<file path="src/rtl/lsu_pkg.sv">
// Shared definitions for the load/store unit: funct3 codes, FSM encoding and
// the byte/half lane extract/merge helpers used by the alignment logic.
package lsu_pkg;

  localparam logic [2:0] F3_B  = 3'b000;
  localparam logic [2:0] F3_H  = 3'b001;
  localparam logic [2:0] F3_W  = 3'b010;
  localparam logic [2:0] F3_BU = 3'b100;
  localparam logic [2:0] F3_HU = 3'b101;

  typedef enum logic [2:0] {
    S_IDLE,
    S_LOAD,
    S_RMW_RD,
    S_WRITE,
    S_RESP
  } state_t;

  // Misaligned halves/words and the unused funct3 codes are rejected.
  function automatic logic access_err(input logic [2:0] f3, input logic [1:0] off);
    logic err;
    case (f3)
      F3_B, F3_BU: err = 1'b0;
      F3_H, F3_HU: err = off[0];
      F3_W:        err = (off != 2'b00);
      default:     err = 1'b1;
    endcase
    return err;
  endfunction

  function automatic logic [31:0] lane_extract(input logic [31:0] word,
                                               input logic [2:0]  f3,
                                               input logic [1:0]  off);
    logic [7:0]  b;
    logic [15:0] h;
    logic [31:0] res;
    b = word[{off, 3'b000} +: 8];
    h = word[{off[1], 4'b0000} +: 16];
    case (f3)
      F3_B:    res = {{24{b[7]}}, b};
      F3_BU:   res = {24'h0, b};
      F3_H:    res = {{16{h[15]}}, h};
      F3_HU:   res = {16'h0, h};
      default: res = word;
    endcase
    return res;
  endfunction

  // Size comes from funct3[1:0]; only the addressed lane is replaced.
  function automatic logic [31:0] lane_merge(input logic [31:0] word,
                                             input logic [31:0] data,
                                             input logic [2:0]  f3,
                                             input logic [1:0]  off);
    logic [31:0] res;
    res = word;
    case (f3[1:0])
      2'b00:   res[{off, 3'b000} +: 8]     = data[7:0];
      2'b01:   res[{off[1], 4'b0000} +: 16] = data[15:0];
      default: res = data;
    endcase
    return res;
  endfunction

endpackage

</file>
<file path="src/rtl/lsu_mem_ctrl_if.sv">
// Core request/response handshake plus the word-wide memory port of the LSU.
interface lsu_mem_ctrl_if #(
  parameter int WIDTH   = 32,
  parameter int ADDRESS = 10
);
  logic               req_valid;
  logic               req_ready;
  logic               req_we;
  logic [2:0]         req_funct3;
  logic [31:0]        req_addr;
  logic [31:0]        req_wdata;
  logic               rsp_valid;
  logic [31:0]        rsp_rdata;
  logic               rsp_err;
  logic               mem_we;
  logic [ADDRESS-1:0] mem_addr;
  logic [WIDTH-1:0]   mem_wdata;
  logic [WIDTH-1:0]   mem_rdata;

  modport master (
    output req_valid, req_we, req_funct3, req_addr, req_wdata,
    input  req_ready, rsp_valid, rsp_rdata, rsp_err
  );

  modport slave (
    input  req_valid, req_we, req_funct3, req_addr, req_wdata, mem_rdata,
    output req_ready, rsp_valid, rsp_rdata, rsp_err, mem_we, mem_addr, mem_wdata
  );

  modport mem (
    input  mem_we, mem_addr, mem_wdata,
    output mem_rdata
  );
endinterface

</file>
<file path="src/rtl/lsu_align.sv">
// Combinational lane logic: extracts/extends load data and merges store data
// into a read word for sub-word read-modify-write.
module lsu_align
  import lsu_pkg::*;
(
  input  logic [31:0] i_word,
  input  logic [31:0] i_data,
  input  logic [2:0]  i_funct3,
  input  logic [1:0]  i_off,
  output logic [31:0] o_extract,
  output logic [31:0] o_merge
);

  assign o_extract = lane_extract(i_word, i_funct3, i_off);
  assign o_merge   = lane_merge(i_word, i_data, i_funct3, i_off);

endmodule

</file>
<file path="src/rtl/lsu_mem_ctrl.sv">
// Load/store initiator: one request per handshake, sub-word stores done as
// read-modify-write, single-cycle response pulse with optional error.
module lsu_mem_ctrl
  import lsu_pkg::*;
#(
  parameter int WIDTH   = 32,
  parameter int ADDRESS = 10
) (
  input  logic           clk,
  input  logic           reset_n,
  lsu_mem_ctrl_if.slave  bus
);

  state_t             r_state;
  state_t             w_next;
  logic [2:0]         r_funct3;
  logic [ADDRESS+1:0] r_addr;
  logic [WIDTH-1:0]   r_wdata;
  logic [WIDTH-1:0]   r_merge;
  logic [WIDTH-1:0]   r_rdata;
  logic               r_err;

  logic               w_accept;
  logic               w_req_err;
  logic [WIDTH-1:0]   w_extract;
  logic [WIDTH-1:0]   w_merge;

  assign w_accept  = (r_state == S_IDLE) && bus.req_valid;
  assign w_req_err = access_err(bus.req_funct3, bus.req_addr[1:0]);

  lsu_align u_align (
    .i_word    (bus.mem_rdata),
    .i_data    (r_wdata),
    .i_funct3  (r_funct3),
    .i_off     (r_addr[1:0]),
    .o_extract (w_extract),
    .o_merge   (w_merge)
  );

  // NOTE: sequential state uses non-blocking (<=) so every register samples
  // pre-edge values; blocking here would create order-dependent simulation.
  always_ff @(posedge clk or negedge reset_n) begin
    if (!reset_n) r_state <= S_IDLE;
    else          r_state <= w_next;
  end

  // NOTE: w_next gets a default before the case so no path leaves it
  // unassigned, which would otherwise infer a latch.
  always_comb begin
    w_next = r_state;
    case (r_state)
      S_IDLE: begin
        if (bus.req_valid) begin
          if (w_req_err)                        w_next = S_RESP;
          else if (!bus.req_we)                 w_next = S_LOAD;
          else if (bus.req_funct3[1:0] == 2'b10) w_next = S_WRITE;
          else                                  w_next = S_RMW_RD;
        end
      end
      S_LOAD:   w_next = S_RESP;
      S_RMW_RD: w_next = S_WRITE;
      S_WRITE:  w_next = S_RESP;
      S_RESP:   w_next = S_IDLE;
      default:  w_next = S_IDLE;
    endcase
  end

  always_ff @(posedge clk or negedge reset_n) begin
    if (!reset_n) begin
      r_funct3 <= '0;
      r_addr   <= '0;
      r_wdata  <= '0;
      r_merge  <= '0;
      r_rdata  <= '0;
      r_err    <= 1'b0;
    end else begin
      if (w_accept) begin
        r_funct3 <= bus.req_funct3;
        r_addr   <= bus.req_addr[ADDRESS+1:0];
        r_wdata  <= bus.req_wdata;
        r_rdata  <= '0;
        r_err    <= w_req_err;
      end
      if (r_state == S_LOAD)   r_rdata <= w_extract;
      if (r_state == S_RMW_RD) r_merge <= w_merge;
    end
  end

  assign bus.req_ready = (r_state == S_IDLE);
  assign bus.rsp_valid = (r_state == S_RESP);
  assign bus.rsp_rdata = r_rdata;
  assign bus.rsp_err   = r_err;
  assign bus.mem_we    = (r_state == S_WRITE);
  assign bus.mem_addr  = r_addr[ADDRESS+1:2];
  // Full-word stores bypass the merge register.
  assign bus.mem_wdata = (r_funct3[1:0] == 2'b10) ? r_wdata : r_merge;

endmodule

</file>
<file path="src/flat_wrapper.sv">
// flat-port wrapper written by rule: the top's interface ports become plain ports
module lsu_mem_ctrl_flat import lsu_pkg::*;
#(
  parameter int WIDTH   = 32,
  parameter int ADDRESS = 10
)
  (clk, reset_n, bus_req_valid, bus_req_we, bus_req_funct3, bus_req_addr, bus_req_wdata, bus_mem_rdata, bus_req_ready, bus_rsp_valid, bus_rsp_rdata, bus_rsp_err, bus_mem_we, bus_mem_addr, bus_mem_wdata);
  lsu_mem_ctrl_if #(.WIDTH(WIDTH), .ADDRESS(ADDRESS)) bus_i ();
  input  logic clk;
  input  logic reset_n;
  input wire logic [$bits(bus_i.req_valid)-1:0] bus_req_valid;
  input wire logic [$bits(bus_i.req_we)-1:0] bus_req_we;
  input wire logic [$bits(bus_i.req_funct3)-1:0] bus_req_funct3;
  input wire logic [$bits(bus_i.req_addr)-1:0] bus_req_addr;
  input wire logic [$bits(bus_i.req_wdata)-1:0] bus_req_wdata;
  input wire logic [$bits(bus_i.mem_rdata)-1:0] bus_mem_rdata;
  output wire logic [$bits(bus_i.req_ready)-1:0] bus_req_ready;
  output wire logic [$bits(bus_i.rsp_valid)-1:0] bus_rsp_valid;
  output wire logic [$bits(bus_i.rsp_rdata)-1:0] bus_rsp_rdata;
  output wire logic [$bits(bus_i.rsp_err)-1:0] bus_rsp_err;
  output wire logic [$bits(bus_i.mem_we)-1:0] bus_mem_we;
  output wire logic [$bits(bus_i.mem_addr)-1:0] bus_mem_addr;
  output wire logic [$bits(bus_i.mem_wdata)-1:0] bus_mem_wdata;
  assign bus_i.req_valid = bus_req_valid;
  assign bus_i.req_we = bus_req_we;
  assign bus_i.req_funct3 = bus_req_funct3;
  assign bus_i.req_addr = bus_req_addr;
  assign bus_i.req_wdata = bus_req_wdata;
  assign bus_i.mem_rdata = bus_mem_rdata;
  assign bus_req_ready = bus_i.req_ready;
  assign bus_rsp_valid = bus_i.rsp_valid;
  assign bus_rsp_rdata = bus_i.rsp_rdata;
  assign bus_rsp_err = bus_i.rsp_err;
  assign bus_mem_we = bus_i.mem_we;
  assign bus_mem_addr = bus_i.mem_addr;
  assign bus_mem_wdata = bus_i.mem_wdata;
  lsu_mem_ctrl #(.WIDTH(WIDTH), .ADDRESS(ADDRESS)) u_core (.clk(clk), .reset_n(reset_n), .bus(bus_i));
endmodule
</file>
<file path="config.mk">
export PLATFORM = sky130hd
export DESIGN_NAME = lsu_mem_ctrl_flat
export DESIGN_NICKNAME = d
export VERILOG_FILES = /design/src/rtl/lsu_pkg.sv /design/src/rtl/lsu_mem_ctrl_if.sv /design/src/rtl/lsu_align.sv /design/src/rtl/lsu_mem_ctrl.sv /design/src/flat_wrapper.sv
export SDC_FILE = /design/constraint.sdc
export NUM_CORES = 1
export LEC_CHECK = 0
export CAP_MARGIN = 20
export CORE_UTILIZATION = 48
export DETAILED_ROUTE_END_ITERATION = 8
export GPL_ROUTABILITY_DRIVEN = 0
export GPL_TIMING_DRIVEN = 0
export PLACE_DENSITY = 0.93
export SYNTH_ARGS = -nofsm -noshare
export SYNTH_HDL_FRONTEND = slang
export SYNTH_SLANG_ARGS = --single-unit
export TNS_END_PERCENT = 10
</file>
<file path="constraint.sdc">
create_clock -name clk -period 2.6 [get_ports clk]
set_input_delay 0.52 -clock clk [delete_from_list [all_inputs] [get_ports clk]]
set_output_delay 0.52 -clock clk [all_outputs]
set_load 0.01 [all_outputs]
</file>
### Word level (Yosys, flattened, before mapping)

Index checks and enable logic that the tools add are counted.
Widths: inputs -> output; s select.

| storage, ports and cells | value |
|---|---|
| register bits | 115 |
| input port bits | 103 |
| logic and storage cells | 53 |

| cells by class | value |
|---|---|
| add/subtract/negate cells | 2 |
| equal/unequal tests | 15 |
| shift-type cells | 6 |
| multiplexer cells | 13 |
| reductions and logical operators | 10 |

Operator list:

| operator | number |
|---|---|
| $pmux 32 s4 | 1 |
| $mux 32 | 3 |
| $bwmux 32 | 2 |
| $pmux 32 s2 | 1 |
| $shift 16x7->32 const A | 1 |
| $shift 8x7->32 const A | 1 |
| $shiftx 16x7->32 | 1 |
| $shiftx 32x6->16 | 1 |
| $shiftx 32x6->8 | 1 |
| $shiftx 8x7->32 | 1 |
| $eq 3x3->1 const B | 5 |
| $neg 5->7 | 2 |
| $eq 3x1->1 const B | 3 |
| $eq 3x2->1 const B | 3 |
| $logic_not 3->1 | 3 |
| $mux 3 | 3 |
| $pmux 3 s3 | 1 |
| $reduce_or 2->1 | 3 |
| $eq 2x2->1 const B | 2 |
| $reduce_bool 2->1 | 2 |
| $pmux 1 s3 | 1 |
| $eq 2x1->1 const B | 1 |
| $logic_not 2->1 | 1 |
| $ne 2x2->1 const B | 1 |
| 2 further kinds | 2 |

### Logic depth before layout (Yosys ltp)

Gate-level depths: netlist of the first run.

| depth | value |
|---|---|
| depth after elaboration | 6 |
| depth in mapped cells | 8 |
| mapped depth without buffers | 6 |

### Modules after synthesis

A second synthesis of the first run with hierarchy kept.

| second synthesis, totals | value |
|---|---|
| cell total of the unflattened synthesis | 637 |
| area, all modules | 6,407.4 um^2 |

By module, submodules not included:

| module | instances | cells an instance | area each (um^2) | seq. area each (um^2) |
|---|---|---|---|---|
| lsu_mem_ctrl | 1 | 407 | 4,797.1 | 2,877.8 |
| lsu_align | 1 | 230 | 1,610.3 | 0.0 |

### Worst setup path after synthesis of the first run

Ideal clock, no wire load.

| timing path | value |
|---|---|
| kind | register to register |
| start | register u_core.r_addr[1] |
| end | register u_core.r_merge[24] |
| setup time | 0.082 ns |
| data arrival time | 1.931 ns |
| required time | 2.518 ns |
| slack | 0.587 ns |
| stages on the path, launching flop included | 9 |
| buffers on the path | 2 |
| clock period less this slack | 2.013 ns |
| cells stage by stage | dfrtp_1 > buf_6 > buf_2 > inv_1 > ha_1 > nor3b_1 > and3_1 > o21ai_0 > a31oi_1 |

| on the way | value |
|---|---|
| cells in the longest elaborated chain, start to end | 4 |

Ends and longest elaborated chain:

| what | RTL line | text |
|---|---|---|
| start: declaration | lsu_mem_ctrl.sv:17 | `logic [ADDRESS+1:0] r_addr;` |
| start signal: assignment | lsu_mem_ctrl.sv:79 | `r_addr <= bus.req_addr[ADDRESS+1:0];` |
| $neg 5->7, on equally long branches | lsu_pkg.sv:58, lsu_pkg.sv:57 |  |
| $shiftx 16x7->32 (tied with other cells) | lsu_pkg.sv:58 | `2'b01: res[{off[1], 4'b0000} +: 16] = data[15:0];` |
| $bwmux 32, on equally long branches | lsu_pkg.sv:58, lsu_pkg.sv:57 |  |
| $pmux 32 s2 (*) | lsu_pkg.sv:56 | `case (f3[1:0])` |
| end signal: assignment | lsu_mem_ctrl.sv:85 | `if (r_state == S_RMW_RD) r_merge <= w_merge;` |
| end: declaration | lsu_mem_ctrl.sv:19 | `logic [WIDTH-1:0] r_merge;` |

Mark *: on every way between the ends. The rest lies on a longest branch, timed or not.
A chain may end at the register's enable or synchronous reset.

### Worst setup path in the final report of the first run

| timing path | value |
|---|---|
| start | register u_core.r_funct3[1] |
| end | output bus_mem_wdata[8] |

| on the way | value |
|---|---|
| cells in the longest elaborated chain, start to end | 2 |

Ends and longest elaborated chain:

| what | RTL line | text |
|---|---|---|
| start: declaration | lsu_mem_ctrl.sv:16 | `logic [2:0] r_funct3;` |
| start signal: assignment | lsu_mem_ctrl.sv:78 | `r_funct3 <= bus.req_funct3;` |
| $eq 2x2->1 | lsu_mem_ctrl.sv:96 | `assign bus.mem_wdata = (r_funct3[1:0] == 2'b10) ? r_wdata : r_merge;` |
| $mux 32 | lsu_mem_ctrl.sv:96 |  |
| end: declaration | flat_wrapper.sv:23 | `output wire logic [$bits(bus_i.mem_wdata)-1:0] bus_mem_wdata;` |

No other way between the ends.

==> impl_metrics.tcl, run 1 <==
set metrics [dict create \
    power.internal_w 0.00752 \
    synth_cell_types 50 \
    slowest_stage "clkdlybuf4s50_1" \
    timing.critical_path.buf_inv 2 \
    tritoncts "yes" \
    hold_viol_final 0 \
    die_h_um 116 \
    holdWs_ns 0.0790 \
    numPortBuffers 160 \
    die_x_um 116 \
    cp_data_required_time_ns 2.08 \
    postRouteWirelength_mm 21.1 \
    grt_pass1_vias 6128 \
    switchingPower_w 0.00492 \
    nNetsFinal 951 \
    dp.cells 997 \
    htreeDepth 4 \
    core-area_um2 12600 \
    final_area_um2 8790 \
    tightest_slew_ns 0.696 \
    seq_power_share 0.280 \
    ys_warn_count 0 \
    clk-insertion-delay-late_ns 0.43 \
    insertedDiodeCount 0 \
    antenna_found_initial 0 \
    avgSynthCellArea_um2 9.39 \
    grt_usage 0.324 \
    ant_nets 0 \
    ys_seq_area_frac 0.461 \
    wl_per_cell_um 20.5 \
    crit_type "reg -> out" \
    drc 0 \
    slowest_delay_ns 0.49 \
    numClockSinks 115 \
    tns_ns 0 \
    start_util 0.494 \
    clk_pin_slew_ns 0.05 \
    met1_usage 0.405 \
    use_met3 0.0826 \
    syn_inst 664 \
    powerDensity_nw_per_um2 1420 \
    numCtsBuffers 17 \
    syn-num-nets 772 \
    fp.dieArea_um2 13500 \
    arrival_ns 2.08 \
    fin_skew_ns 0.0158 \
    drv_slew 0 \
    via_per_inst 6.05 \
    ys_seq_elements 115 \
    comb_power_share 0.507 \
    synth_area_um2 6240 \
    crit_chain "nand2b_2, buf_4, mux2_2, clkdlybuf4s50_1" \
    drtIter0Drc 781 \
    fin_crit_ns 2.60 \
    max_freq_mhz 385 \
    min-delay-path-class "in -> async" \
    num_io_pins 181 \
    post-route-util 0.696 \
    ir_worst_vdd_mv 0.743 \
    grt_start_max_net_pins 77 \
    fin_cells 1028 \
    ctsLongestPathBuffers 2 \
    worst_path_dominant_cell_family "buffers and inverters" \
    setup_viol 0 \
    syn_to_final_growth_pct 40.9 \
    synth_edf_count 0 \
    grt_pass1_wl_mm 32.2 \
    ys.flop_type "dfrtp_1" \
    dr.pass1.iters 6 \
    cp-end-kind "primary output" \
    grt_setup_unrepaired "true" \
    root_buffer "clkbuf_16" \
    dp_hpwl_mm 14.8 \
    layout-drive-gt1-share 0.151 \
    grt_overflow 0 \
    start_kind "flip-flop" \
    cp_max_fo 10 \
    cts-hold-fix-buffers 0 \
    power.leakage_nw 3.80 \
    synthArstFlopShare 1.00 \
    detailed_place.area_um2 8080 \
    max_slew_margin 0.534 \
    timing.max_cap.violations 0 \
    finalCritPeriodShare 0.999 \
    dr_total_vias 6215 \
    status "complete, no violations" \
    switching_share 0.396 \
    clkPwrFrac 0.214 \
    rows 41 \
    grt_use_met2 0.503 \
    top_usage_layer "met2" \
]
-- synthesized netlist by cell type (all sizes together) (3+ instances only) --
master / count / area, µm²
o31ai: 6 / 45.0
nor2: 45 / 171
and3: 10 / 62.6
nor2b: 20 / 125
buf: 38 / 278
mux4: 3 / 67.6
ha: 5 / 62.6
a211oi: 5 / 37.5
a21oi: 9 / 45.0
o21a: 13 / 97.6
mux2: 36 / 405
dfrtp: 115 / 2880
and2: 4 / 25.0
a221oi: 33 / 327
a221o: 16 / 160
clkbuf: 19 / 72.6
inv: 5 / 18.8
nand2: 181 / 682
o21ai: 38 / 190
nor3b: 11 / 97.6
nor3: 5 / 25.0
a31oi: 16 / 100
o211ai: 8 / 60.1
-- registers in the layout, summed over array words and instances (netlist names) --
| name | count |
|---|---|
| u_core.r_funct3 | 3 |
| u_core.r_wdata | 32 |
| u_core.r_state | 3 |
| u_core.bus.rsp_err | 1 |
| u_core.r_merge | 32 |
| u_core.r_addr | 12 |
| u_core.bus.rsp_rdata | 32 |
-- layer usage --
metal,vias to the layer above,part of all wire
li1,2708,-
met1,2908,0.37
met2,465,0.45
met3,134,0.11
met4,0,0.061
met5,-,0
-- path summary, 6_finish.rpt --
check | slack (ns) | start | to | cells after the start
setup / recovery | 0.003 | u_core.r_funct3[1] | bus_mem_wdata[8] | 4
hold / removal | 0.08 | reset_n | u_core.r_addr[6] | 1
setup reg to reg | 0.15 | u_core.r_addr[1] | u_core.r_merge[13] | 8
hold reg to reg | 0.48 | u_core.r_addr[4] | u_core.r_addr[4] | 2
max in group asynchronous | 1.76 | reset_n | u_core.r_wdata[30] | 2
min in group clk | 0.48 | u_core.r_addr[4] | u_core.r_addr[4] | 2
-- worst reg2reg max path, stage by stage, from the launching register on --
cell and delay, ns:
dfrtp_1 0.44, buf_6 0.18, buf_2 0.22, inv_1 0.19, ha_1 0.40, nand2_1 0.11, nor4b_4 0.47, nand2_1 0.16
a21oi_1 0.18
-- metrics by stage --
stage	worst slack, ns	total power, W
finish	0.00348	0.0124
global route	-0.0416	0.0130
CTS	0.00273	0.0123
detailed placement	0.00489	0.00951
global placement	-3.25	0.00931
floorplan	0.587	0.00684
-- cell usage in the layout (no fill, tap or decap), drive strengths merged, types with 9 or more instances in the layout --
cell type,count
mux2,36
a221o,16
nand2,181
a221oi,33
dfrtp,115
a21oi,9
nor2,45
nor2b,20
nor3b,11
o21a,13
clkbuf,41
a31oi,16
buf,40
and3,10
clkdlybuf4s50,157
o21ai,38
-- final cells by class --
class | count | area [µm²]
fill | 912 | 3830
multi-input combinational | 486 | 3020
sequential | 115 | 2880
tap | 172 | 215
timing repair buffer | 161 | 1620
clock inverter | 9 | 173
buffer | 56 | 358
clock buffer | 23 | 498
inverter | 6 | 22.5
-- logic make-up (layout without fill, tap and decap cells) --
family                   after synthesis  in the layout  synth area share
AND/OR/NAND/NOR                      287            287             0.206
buffers and inverters                 63            255            0.0598
adder cells (fa/ha/maj)                5              5            0.0100
multiplexers                          41             41            0.0797
AO/OA/AOI/OAI                        153            153             0.183
flip-flops                           115            115             0.461
-- repair_timing --
action,4_1_cts,5_1_grt
setup buffers,0,0
setup endpoints to repair,30,51
resized for setup,9,5
hold endpoints to repair,0,0
-- power by group through the flow --
stage,Sequential (W),Combinational [W],Clock [W]
after detailed placement,0.00342,0.00610,0
after global placement,0.00337,0.00593,0
after CTS,0.00342,0.00618,0.00266
after floorplan,0.00322,0.00362,0
final,0.00348,0.00630,0.00266
after global routing,0.00353,0.00678,0.00273
Power figures use the tool's default switching activity.
==> run 2: changes to the inputs <==
==> constraint.sdc (replaced) <==
create_clock -name clk -period 2.4 [get_ports clk]
set_input_delay 0.48 -clock clk [delete_from_list [all_inputs] [get_ports clk]]
set_output_delay 0.48 -clock clk [all_outputs]
set_load 0.01 [all_outputs]
==> run 2 against run 1 <==
  * Sequential power up 8.6%
  * Routed wire length up 1.1%
  * Global-route usage up 0.27 points
  * Worst setup slack worse by 0.0018 ns
  * Combinational power up 6.5%
  * Final cell count up 0.19%
  * Register-to-register slack worse by 0.15 ns
  * Clock-buffer cell count unchanged
  * Design area up 0.47%
  * Critical path type is now reg -> reg
  * Largest cell class unchanged
==> impl_metrics.tcl, run 2 (synthesis results as in run 1) <==
set metrics [dict create \
    status "complete, no violations" \
    final_common_cell "nand2_1" \
    dr.pass1.iters 5 \
    die_x_um 116 \
    max_slew_margin 0.530 \
    drc 0 \
    powerDensity_nw_per_um2 1510 \
    dp.cells 997 \
    rows 41 \
    min-delay-path-class "in -> async" \
    ant_nets 0 \
    htreeDepth 4 \
    postRouteWirelength_mm 21.3 \
    tritoncts "yes" \
    die_h_um 116 \
    max_freq_mhz 417 \
    post-route-util 0.699 \
    arrival_ns 2.68 \
    numClockSinks 115 \
    num_io_pins 181 \
    cp_data_required_time_ns 2.69 \
    hold_viol_final 0 \
    insertedDiodeCount 0 \
    start_kind "flip-flop" \
    power.internal_w 0.00798 \
    fin_cells 1030 \
    start_util 0.494 \
    crit_type "reg -> reg" \
    grt_start_max_net_pins 77 \
    switchingPower_w 0.00538 \
    finalCritPeriodShare 0.999 \
    switching_share 0.402 \
    grt_pass1_wl_mm 32.5 \
    final_cell_mix "nand2_1, clkdlybuf4s50_1, dfrtp_1, nor2_1, o21ai_0" \
    timing.max_cap.violations 0 \
    power.leakage_nw 3.89 \
    seq_power_share 0.283 \
    drtIter0Drc 755 \
    setup_viol 0 \
    dr_total_vias 6230 \
    totalPowerFinal_w 0.0134 \
    via_per_inst 6.05 \
    tns_ns 0 \
    fin_crit_ns 2.40 \
    syn_to_final_growth_pct 41.6 \
    cp_max_fo 10 \
    grt_pass1_vias 6161 \
    nNetsFinal 953 \
    drv_slew 0 \
    root_buffer "clkbuf_16" \
    dp_hpwl_mm 14.8 \
    tightest_slew_ns 0.700 \
    ir_worst_vdd_mv 0.764 \
    cp-end-kind "flip-flop" \
    layout-drive-gt1-share 0.156 \
    clkPwrFrac 0.215 \
    antenna_found_initial 0 \
    clk_pin_slew_ns 0.05 \
    wl_per_cell_um 20.7 \
    cts-hold-fix-buffers 0 \
    numCtsBuffers 17 \
    clk-insertion-delay-late_ns 0.43 \
    numPortBuffers 160 \
    grt_usage 0.327 \
    ctsLongestPathBuffers 2 \
    core-area_um2 12600 \
    grt_overflow 0 \
    comb_power_share 0.503 \
    fp.dieArea_um2 13500 \
    fin_skew_ns 0.0121 \
    holdWs_ns 0.0374 \
]
==> run 2: changes by cell type in the layout (fill, tap and decap cells not counted), sizes merged <==
cell	before	now
buf	40	42
clkdlybuf4s50	157	129
clkinv	4	3
clkinvlp	1	3
dlygate4sd2	2	25
dlymetal6s2s	0	5
inv	5	4
==> run 2: final cells by class <==
cell class | count | area (µm²)
sequential | 115 | 2880
clock inverter | 9 | 173
multi-input combinational | 486 | 3040
buffer | 55 | 368
inverter | 6 | 30.0
clock buffer | 23 | 498
timing repair buffer | 164 | 1630
fill | 901 | 3790
tap | 172 | 215
==> run 2: critical path, stage by stage (launching register included) <==
cell and delay (ns):
dfrtp_1 0.39, buf_4 0.24, clkinvlp_4 0.24, ha_1 0.42, inv_1 0.06, a311o_1 0.39
a221oi_1 0.41, nor2_1 0.12
==> run 2: routing by layer <==
metal  routed length [µm]  up-vias  part of all wire  global-route usage
met2                 9620      484              0.45               0.512
met5                    0        -                 0                   0
met3                 2420      123              0.11              0.0858
li1                     -     2714                 -                   -
met1                 8010     2909              0.38               0.403
met4                 1290        0             0.060               0.205
==> run 2: what timing repair did <==
item | CTS | global route
endpoints found under the setup margin | 57 | 38
pin swaps | 0 | 1
buffers inserted | 0 | 3
cloned | 0 | 0
gates resized for setup | 42 | 9
==> run 2: power by group through the flow <==
stage,clock network [W],logic (W),registers [W]
2_1_floorplan,0,0.00392,0.00348
3_3_place_gp,0,0.00643,0.00365
3_5_place_dp,0,0.00660,0.00370
4_1_cts,0.00288,0.00657,0.00371
5_1_grt,0.00295,0.00722,0.00383
6_report,0.00287,0.00671,0.00378
==> run 2: stage by stage <==
step / setup WS, ns / instance area (µm²)
after floorplan: 0.387 / 6240
after global placement: -3.41 / 8050
after detailed placement: -0.155 / 8080
after CTS: -0.0698 / 8780
after global routing: -0.114 / 8830
final: 0.00165 / 8830
==> run 2: path summary, 6_finish.rpt <==
kind | startpoint | endpoint | slack, ns | depth (start not counted)
max | u_core.r_addr[0] | u_core.r_merge[0] | 0.002 | 7
min | reset_n | u_core.r_addr[6] | 0.04 | 1
min in group clk | u_core.r_addr[4] | u_core.r_addr[4] | 0.47 | 2
max reg2reg | u_core.r_addr[0] | u_core.r_merge[0] | 0.002 | 7
max in group asynchronous | reset_n | u_core.bus.rsp_rdata[22] | 1.61 | 2
min reg2reg | u_core.r_addr[4] | u_core.r_addr[4] | 0.47 | 2
==> run 3: changes to the inputs <==
--- a/config.mk
+++ b/config.mk
@@ -5,12 +5,12 @@
 export SDC_FILE = /design/constraint.sdc
 export NUM_CORES = 1
 export LEC_CHECK = 0
-export CAP_MARGIN = 20
 export CORE_UTILIZATION = 48
 export DETAILED_ROUTE_END_ITERATION = 8
 export GPL_ROUTABILITY_DRIVEN = 0
 export GPL_TIMING_DRIVEN = 0
 export PLACE_DENSITY = 0.93
+export SKIP_CTS_REPAIR_TIMING = 1
 export SYNTH_ARGS = -nofsm -noshare
 export SYNTH_HDL_FRONTEND = slang
 export SYNTH_SLANG_ARGS = --single-unit
==> run 3 against run 2 <==
  * The flow now finishes with violations (setup timing)
  * Routed wire length is 0.33% lower
  * Register-to-register slack worse by 0.08 ns
  * Worst hold slack worse by 0.0017 ns
  * Worst setup slack worse by 0.081 ns
  * Combinational power is 3% higher
  * Sequential power hardly changed
  * Core utilization is 0.73 points higher
  * Fmax is 3.3% lower
  * Die area stayed put
  * Design area is 1.0% higher
  * Clock power hardly changed
  * Clock skew is 0.0016 ns lower
  * Highest routed layer unchanged
==> impl_metrics.tcl, run 3 (synthesis results as in run 1) <==
set metrics [dict create \
    status "finished, violations left" \
    violations "setup timing" \
    totalPowerFinal_w 0.0136 \
    tightest_slew_ns 0.741 \
    nNetsFinal 954 \
    ant_nets 0 \
    fp.dieArea_um2 13500 \
    r2r_start "u_core.r_addr[1]" \
    fin_cells 1031 \
    drv_slew 0 \
    via_per_inst 6.01 \
    slowest_delay_ns 0.44 \
    antenna_found_initial 0 \
    reg2reg_depth 9 \
    rows 41 \
    dp.cells 997 \
    fin_ws_ns -0.0798 \
    numPortBuffers 160 \
    timing.rr.end "u_core.r_merge[21]" \
    num_io_pins 181 \
    min-delay-path-class "in -> async" \
    grt_overflow 0 \
    power.leakage_nw 4.06 \
    numClockSinks 115 \
    drtIter0Drc 863 \
    final_cell_mix "nand2_1, clkdlybuf4s50_1, dfrtp_1, nor2_1, o21ai_0" \
    grt_setup_unrepaired "true" \
    cp_data_required_time_ns 2.76 \
    max_slew_margin 0.503 \
    fin_skew_ns 0.0105 \
    core-area_um2 12600 \
    tritoncts "yes" \
    dp_hpwl_mm 14.8 \
    dr.pass1.iters 6 \
    die_h_um 116 \
    final_common_cell "nand2_1" \
    dr_total_vias 6200 \
    timing.max_cap.violations 0 \
    grt_pass1_wl_mm 32.2 \
    numCtsBuffers 17 \
    drc 0 \
    ir_worst_vdd_mv 0.759 \
    r2r_slack_ns -0.08 \
    hold_viol_final 0 \
    postRouteWirelength_mm 21.3 \
    setup_viol 10 \
    clk_pin_slew_ns 0.05 \
    die_x_um 116 \
    clk-insertion-delay-late_ns 0.43 \
    post-route-util 0.707 \
    max_freq_mhz 403 \
    syn_to_final_growth_pct 43.0 \
    slowest_stage "dfrtp_1" \
    fin_crit_ns 2.48 \
    start_kind "flip-flop" \
    pre_cts_slack_ns -0.155 \
    grt_pass1_vias 6137 \
    grt_usage 0.323 \
    powerDensity_nw_per_um2 1520 \
    finalCritPeriodShare 1.03 \
    crit_chain "buf_6, buf_2, inv_1, ha_4, nor3b_4, buf_4, a31oi_1, o211ai_1, o21a_1" \
    wl_per_cell_um 20.6 \
    grt_start_max_net_pins 77 \
    root_buffer "clkbuf_16" \
    layout-drive-gt1-share 0.156 \
    htreeDepth 4 \
    cp_max_fo 10 \
    crit_type "reg -> reg" \
    start_util 0.494 \
    cp-end-kind "flip-flop" \
    nFillCells 880 \
    arrival_ns 2.84 \
    ctsLongestPathBuffers 2 \
    insertedDiodeCount 0 \
]
[run 3: cell types whose count changed in the layout (fill, tap and decap cells not counted), sizes merged]
cell / change
inv: +1
buf: +1
clkinvlp: -2
clkinv: +1
dlygate4sd2: -25
dlymetal6s2s: +22
clkdlybuf4s50: +3
[run 3: per-stage QoR]
step / TNS [ns] / cell area (µm²) / hold WS (ns)
floorplan: 0 / 6240 / 0.184
global placement: -395.06 / 8050 / 0.459
detailed placement: -4.50 / 8080 / 0.464
CTS: -19.96 / 8750 / 0.0498
global route: -2.81 / 8920 / 0.0802
finish: -0.462 / 8920 / 0.0357
[run 3: critical path: cells and delay by family, from the launching register on]
kind,cells,cell delay (ns)
buffers and inverters,4,0.80
AOI/OAI and AO/OA,3,0.46
DFF,1,0.44
and+or+nand+nor,1,0.36
adders and majority gates,1,0.35
[run 3: layout make-up]
type	count	area [µm²]	share of cell area
plain buffers	56	373	0.0418
repair buffers	164	1720	0.192
flip-flops and latches	115	2880	0.323
inverters	6	22.5	0.00252
multi-input cells	486	3040	0.341
clock buffers	23	498	0.0558
well taps	172	215	0.0241
clock inverters	9	173	0.0194
[run 3: metal layers]
metal	share of wire	track usage
met1	0.37	0.404
met2	0.45	0.499
met3	0.11	0.0826
met4	0.063	0.210
met5	0	0
[run 3: how the worst max path moves through the flow]
stage	startpoint	end	slack [ns]
after floorplan	u_core.r_addr[1]	u_core.r_merge[24]	0.39
after global placement	reset_n	u_core.bus.rsp_rdata[22]	-3.41
after detailed placement	u_core.r_funct3[1]	bus_mem_wdata[8]	-0.16
after CTS	u_core.r_funct3[0]	bus_mem_wdata[8]	-0.63
after global routing	u_core.r_addr[1]	u_core.r_merge[21]	-0.23
final	u_core.r_addr[1]	u_core.r_merge[21]	-0.08
[run 3: where the power goes]
part / total (W) / switching, W / leakage (nW) / internal [W]
clock network: 0.00287 / 0.000898 / 0.329 / 0.00197
logic: 0.00690 / 0.00357 / 2.31 / 0.00333
registers: 0.00378 / 0.000910 / 1.42 / 0.00287
